==> src/rtl/dac_segment_sequencer.sv <==
// Segment-list player: BRAM port B reads -> registered dual 14-bit DAC samples.
// Optional DAC_SEQ_LOOPCNT_EN adds loop_cnt_o, a saturating count of list passes.
module dac_segment_sequencer #(
  parameter int ADDR_WIDTH = 11,
  parameter int NUM_SEG    = 4,
  parameter int REP_WIDTH  = 16
) (
  input  logic                         clk,
  input  logic                         rst,
  input  logic                         seq_en_i,
  input  logic                         seq_loop_i,
  input  logic                         desc_we_i,
  input  logic [$clog2(NUM_SEG)-1:0]   desc_idx_i,
  input  logic [ADDR_WIDTH-1:0]        desc_start_i,
  input  logic [ADDR_WIDTH-1:0]        desc_len_i,
  input  logic [REP_WIDTH-1:0]         desc_rep_i,
  input  logic [$clog2(NUM_SEG):0]     desc_nseg_i,
  input  logic                         desc_commit_i,
  output logic                         commit_pend_o,
  output logic [ADDR_WIDTH-1:0]        mem_addr_o,
  output logic                         mem_rd_en_o,
  input  logic [31:0]                  mem_data_i,
  output logic [13:0]                  dac_ch0_o,
  output logic [13:0]                  dac_ch1_o,
  output logic                         dac_valid_o,
  output logic [$clog2(NUM_SEG)-1:0]   seg_idx_o,
  output logic                         seq_busy_o,
`ifdef DAC_SEQ_LOOPCNT_EN
  output logic [15:0]                  loop_cnt_o,
`endif
  output logic                         seq_done_o
);
  localparam int SW = $clog2(NUM_SEG);
  localparam int NW = SW + 1;

  typedef struct packed {
    logic [1:0]  rsv1;
    logic [13:0] ch1;
    logic [1:0]  rsv0;
    logic [13:0] ch0;
  } dac_sample_t;

  typedef enum logic [1:0] {IDLE, RUN, DONE} state_e;

  state_e state_q, state_d;

  logic [ADDR_WIDTH-1:0] sh_start_q [NUM_SEG];
  logic [ADDR_WIDTH-1:0] sh_len_q   [NUM_SEG];
  logic [REP_WIDTH-1:0]  sh_rep_q   [NUM_SEG];
  logic [NW-1:0]         sh_nseg_q;
  logic [ADDR_WIDTH-1:0] act_start_q [NUM_SEG];
  logic [ADDR_WIDTH-1:0] act_len_q   [NUM_SEG];
  logic [REP_WIDTH-1:0]  act_rep_q   [NUM_SEG];
  logic [NW-1:0]         act_nseg_q;

  logic                  pend_q, pend_d;
  logic [SW-1:0]         seg_q, seg_d;
  logic [REP_WIDTH-1:0]  rep_q, rep_d;
  logic [ADDR_WIDTH-1:0] off_q, off_d;
  logic                  done_q, done_d;
  logic                  v1_q;
  logic                  vld_q;
  logic [13:0]           ch0_q, ch1_q;

  logic [ADDR_WIDTH-1:0] cur_start, cur_len;
  logic [REP_WIDTH-1:0]  cur_rep;
  logic [NW-1:0]         nseg_clamp;
  logic                  run, rd_go, last_samp, last_rep, last_seg;
  logic                  list_end, apply;
  dac_sample_t           smp;

  assign cur_start  = act_start_q[seg_q];
  assign cur_len    = act_len_q[seg_q];
  assign cur_rep    = act_rep_q[seg_q];
  assign nseg_clamp = (desc_nseg_i > NW'(NUM_SEG)) ? NW'(NUM_SEG) : desc_nseg_i;
  assign run        = (state_q == RUN);
  assign rd_go      = run && seq_en_i && (act_nseg_q != '0);
  assign last_samp  = (cur_len == '0) || (off_q == cur_len - ADDR_WIDTH'(1));
  assign last_rep   = (rep_q == cur_rep);
  assign last_seg   = ({1'b0, seg_q} == act_nseg_q - NW'(1));
  assign list_end   = rd_go && last_samp && last_rep && last_seg;
  // In RUN the bank swap waits for the list boundary so the next read sees it
  assign apply      = pend_q && (!run || list_end);
  assign pend_d     = (pend_q && !apply) || desc_commit_i;
  assign smp        = dac_sample_t'(mem_data_i);

  always_ff @(posedge clk or posedge rst) begin
    if (rst) begin
      for (int i = 0; i < NUM_SEG; i++) begin
        sh_start_q[i]  <= '0;
        sh_len_q[i]    <= '0;
        sh_rep_q[i]    <= '0;
        act_start_q[i] <= '0;
        act_len_q[i]   <= '0;
        act_rep_q[i]   <= '0;
      end
      sh_nseg_q  <= '0;
      act_nseg_q <= '0;
      pend_q     <= 1'b0;
    end else begin
      if (desc_we_i) begin
        sh_start_q[desc_idx_i] <= desc_start_i;
        sh_len_q[desc_idx_i]   <= desc_len_i;
        sh_rep_q[desc_idx_i]   <= desc_rep_i;
      end
      if (desc_commit_i) sh_nseg_q <= nseg_clamp;
      if (apply) begin
        for (int i = 0; i < NUM_SEG; i++) begin
          act_start_q[i] <= sh_start_q[i];
          act_len_q[i]   <= sh_len_q[i];
          act_rep_q[i]   <= sh_rep_q[i];
        end
        act_nseg_q <= sh_nseg_q;
      end
      pend_q <= pend_d;
    end
  end

  always_comb begin
    state_d = state_q;
    seg_d   = seg_q;
    rep_d   = rep_q;
    off_d   = off_q;
    done_d  = 1'b0;
    unique case (state_q)
      IDLE: begin
        seg_d = '0;
        rep_d = '0;
        off_d = '0;
        if (seq_en_i && act_nseg_q != '0) state_d = RUN;
      end
      RUN: begin
        if (!rd_go) begin
          state_d = IDLE;
          seg_d   = '0;
          rep_d   = '0;
          off_d   = '0;
        end else if (last_samp) begin
          off_d = '0;
          if (!last_rep) begin
            rep_d = rep_q + REP_WIDTH'(1);
          end else begin
            rep_d = '0;
            seg_d = last_seg ? '0 : seg_q + SW'(1);
            if (last_seg && !seq_loop_i) begin
              state_d = DONE;
              done_d  = 1'b1;
            end
          end
        end else begin
          off_d = off_q + ADDR_WIDTH'(1);
        end
      end
      DONE: begin
        seg_d = '0;
        rep_d = '0;
        off_d = '0;
        if (!seq_en_i) state_d = IDLE;
      end
      default: state_d = IDLE;
    endcase
  end

  always_ff @(posedge clk or posedge rst) begin
    if (rst) begin
      state_q <= IDLE;
      seg_q   <= '0;
      rep_q   <= '0;
      off_q   <= '0;
      done_q  <= 1'b0;
      v1_q    <= 1'b0;
      vld_q   <= 1'b0;
      ch0_q   <= '0;
      ch1_q   <= '0;
    end else begin
      state_q <= state_d;
      seg_q   <= seg_d;
      rep_q   <= rep_d;
      off_q   <= off_d;
      done_q  <= done_d;
      v1_q    <= mem_rd_en_o;
      vld_q   <= v1_q;
      // Hold through bubbles while running; blank once the pipe drains outside RUN
      if (v1_q) begin
        ch0_q <= smp.ch0;
        ch1_q <= smp.ch1;
      end else if (!run) begin
        ch0_q <= '0;
        ch1_q <= '0;
      end
    end
  end

`ifdef DAC_SEQ_LOOPCNT_EN
  logic [15:0] loop_cnt_q;
  always_ff @(posedge clk or posedge rst) begin
    if (rst) begin
      loop_cnt_q <= '0;
    end else if (state_q == IDLE && state_d == RUN) begin
      loop_cnt_q <= '0;
    end else if (list_end && loop_cnt_q != 16'hFFFF) begin
      loop_cnt_q <= loop_cnt_q + 16'd1;
    end
  end
  assign loop_cnt_o = loop_cnt_q;
`endif

  assign mem_rd_en_o   = rd_go && (cur_len != '0);
  assign mem_addr_o    = run ? cur_start + off_q : '0;
  assign seg_idx_o     = seg_q;
  assign seq_busy_o    = run;
  assign seq_done_o    = done_q;
  assign commit_pend_o = pend_q;
  assign dac_ch0_o     = ch0_q;
  assign dac_ch1_o     = ch1_q;
  assign dac_valid_o   = vld_q;
endmodule

==> config.mk <==
export PLATFORM = sky130hd
export DESIGN_NAME = dac_segment_sequencer
export DESIGN_NICKNAME = d
export VERILOG_FILES = /design/src/rtl/dac_segment_sequencer.sv
export SDC_FILE = /design/constraint.sdc
export NUM_CORES = 1
export LEC_CHECK = 0
export ABC_AREA = 1
export BUFFER_PORTS_ARGS = -buffer_cell sky130_fd_sc_hd__buf_2
export CORE_UTILIZATION = 60
export CTS_CLUSTER_DIAMETER = 100
export DETAILED_ROUTE_END_ITERATION = 10
export PLACE_DENSITY = 0.88
export SYNTH_ARGS = -nofsm -noshare
export SYNTH_HDL_FRONTEND = slang
export SYNTH_SLANG_ARGS = --single-unit
==> constraint.sdc <==
create_clock -name clk -period 17.3 [get_ports clk]
set_input_delay 4.325 -clock clk [delete_from_list [all_inputs] [get_ports clk]]
set_output_delay 4.325 -clock clk [all_outputs]
set_load 0.01 [all_outputs]
==> metrics <==
Arr. time, crit path=between 5000 and 6000 ps; placed insts=approximately 2,400; Post-synth EDFFs=0; Reg area=about 0.0093 mm²; routability cong.=roughly 0.95; Hold Path Class=reg -> reg; Worst-path clk slew=approximately 60 ps; status=completed; # IOs=127; total track usage=between 20% and 30%; crit path max fanout=12; antenna viol nets, final=0; FP Rows=a little over 60; Clk pwr share=between 20% and 30%; Reg power frac=roughly two fifths; CP Launch Type=input pin; synth top area cells=dfrtp_1 (55%), nand2_1 (17%), nand3_1 (7.9%); Yosys cell types=35; clock sink total=373; die area=a little under 0.03 mm²; Max Cap Violations=0; final hold violation count=0; Worst Clk Skew=~14 ps; clock tree from TritonCTS=built; fillers=between 2,000 and 2,500; R2R Setup Slk=12,030 ps; footprint of the multi-input gates=between 0.006 and 0.007 mm²; drt drc=0; post-route clock period utilization=between 50% and 60%; H-tree depth=2; maximum vdd drop=about 0.095 mV; Die Wd=170 µm; hold_sp=act_start_q[18]; asr flop ratio synth=between 90% and 100%; Synth top cells by count=nand2_1 (771), dfrtp_1 (373), nand3_1 (269); sw frac=40.9%; Setup CP Type=in -> out; share of cells above drive strength 1=roughly a tenth; Initial Util=approximately three fifths; WP data required=between 10,000 and 15,000 ps; post-CTS setup buffer count=0; Finished Layout Cells=about 2,500; Pre-antenna DRT Iters=6; max_slew headroom=25.6%; height of the die=roughly 170 µm; wire per inst=approximately 16 µm; number of setup violations in the final report=0; R2R depth=20; cts repair resizes=0; area grow syn2layout=9.76%; Skew-Pair Late Insertion Delay=roughly 530 ps; Synth Cell Area=0.0170 mm²; CTS Buf Count=38; most frequent cell after synthesis=nand2_1; Period minus WS final=between 9000 and 10,000 ps; worst hold path depth=2; main flop type after synthesis=dfrtp_1; initial DRC count=around 1,400; Max Slew Vio Count=0; Power Internal=about 2000 µW; Hold EP=act_start_q[18]; Crit. End Element=output pin; cell area after layout=between 0.015 and 0.02 mm²; clk buf depth=3; Root Buffer=clkbuf_16; fin util=around two thirds; Synth warnings=0; Critical R2R Launch=seg_idx_o[0]; Yosys reg bits=approximately 370; vias in the first global route=around 14,000; area leader, netlist=dfrtp_1; syn_area_per_cell=8.30 µm²; Least-Margin Pin Slew=about 1100 ps; Logic pwr share=between 30 and 40%; sequential-to-total area share from yosys stat=54.8%; top-area cell type share of the netlist area=54.8%; first-pass GRT wire length=a little under 70,000 µm; Remaining Overflow, GRT=0; setup TNS=0 ps; Power Dens Cells=between 150 and 200 mW/mm²; core region area=0.0279 mm²; vias per inst=5.72; pin count of the biggest net entering global routing=~140; RSZ-0062 raised after global routing=no; post-DP HPWL=around 24,000 µm; Crit Reg-Reg Endpoint=act_len_q[41]; Placement Cell Area=0.0175 mm²; Pleak=just under 0.01 µW; hold_buf cts=0; maximum achievable frequency=approximately 100 MHz; total number of vias=14,400; Post-Syn Instances=approximately 2,000; initial antenna violation count=0; antenna cells=0; Power, Total=~3300 µW; Nets=2,205; Port Buffers=about 120; syn_nets=approximately 2,200; Psw=between 1000 and 1500 µW; drt total wl=approximately 41,000 µm
-- flip-flops by register name, indices dropped and copies added, names as in the netlist, 3 cells and up --
register and cells:
dac_ch1_o 14, act_start_q 44, act_len_q 44, sh_start_q 44
rep_q 16, sh_nseg_q 3, act_nseg_q 3, dac_ch0_o 14
act_rep_q 64, sh_rep_q 64, off_q 11, sh_len_q 44
-- placed cells by master (no fill, tap or decap), types with 3 or more instances in the layout --
cell type | synthesis | layout
ha_1 | 16 | 16
a22o_1 | 3 | 3
clkbuf_16 | 0 | 39
o21ai_1 | 5 | 5
nor2_1 | 78 | 77
clkbuf_8 | 0 | 7
dfrtp_1 | 373 | 371
inv_1 | 100 | 99
nor3_1 | 14 | 14
o21ai_0 | 200 | 200
inv_2 | 3 | 3
xnor2_1 | 4 | 4
clkinv_2 | 0 | 4
nand2_1 | 771 | 769
nor2_2 | 3 | 4
nand2_2 | 3 | 3
o21bai_1 | 3 | 3
buf_2 | 27 | 122
nand3_1 | 269 | 267
nand4_1 | 13 | 13
buf_4 | 17 | 16
clkbuf_1 | 49 | 13
xor2_1 | 20 | 20
a21oi_1 | 20 | 20
o22ai_1 | 17 | 17
-- worst max-delay path: stages --
cell and delay [ps]:
buf_2 100, inv_1 50, nor3_1 190, buf_4 240
nand2_1 70, inv_1 130, buf_2 150
-- routing by layer --
layer | global-route usage (%) | wire length (µm) | vias up
li1 | - | - | 6724
met1 | 38.7 | 16800 | 6908
met2 | 48.8 | 19900 | 634
met3 | 4.81 | 3370 | 93
met4 | 9.99 | 1160 | 0
met5 | 0 | 0 | -
-- power groups by stage --
stage / clock network, µW / logic [µW] / registers (µW)
floorplan: 0 / 1010 / 1260
global placement: 0 / 1190 / 1280
detailed placement: 0 / 1240 / 1300
CTS: 787 / 1260 / 1290
global route: 822 / 1440 / 1320
finish: 781 / 1270 / 1290
-- area by class of cell --
| type | count | share of cell area (%) |
|---|---|---|
| tap | 378 | 2.53 |
| timing repair buffer | 138 | 3.91 |
| multi-input combinational | 1450 | 35.1 |
| clock inverter | 6 | 0.315 |
| sequential | 373 | 50.0 |
| inverter | 106 | 2.18 |
| clock buffer | 59 | 6.00 |
-- worst max path at each step --
stage,from,to,slack (ps),cells after the start
after floorplan,rst,act_len_q[0],2620,1
after global routing,seq_en_i,mem_rd_en_o,7640,7
after CTS,seq_en_i,mem_rd_en_o,7730,7
after detailed placement,seq_en_i,mem_rd_en_o,7770,7
after global placement,seq_en_i,mem_rd_en_o,7780,7
final,seq_en_i,mem_rd_en_o,7710,7
-- logic make-up after synthesis --
family | share of synthesized area, %
buffers and inverters | 6.82
AO/OA/AOI/OAI | 7.70
AND/OR/NAND/NOR | 28.0
flip-flops | 54.8
adder cells (fa/ha/maj) | 1.29
XOR/XNOR | 1.37
-- per-stage QoR --
stage | worst slack, ps | hold slack, ps
3_3_place_gp | 7780 | 449
4_1_cts | 7730 | 468
2_1_floorplan | 2620 | 391
5_1_grt | 7640 | 488
6_report | 7710 | 467
3_5_place_dp | 7770 | 453
Power figures use the tool's default switching activity.
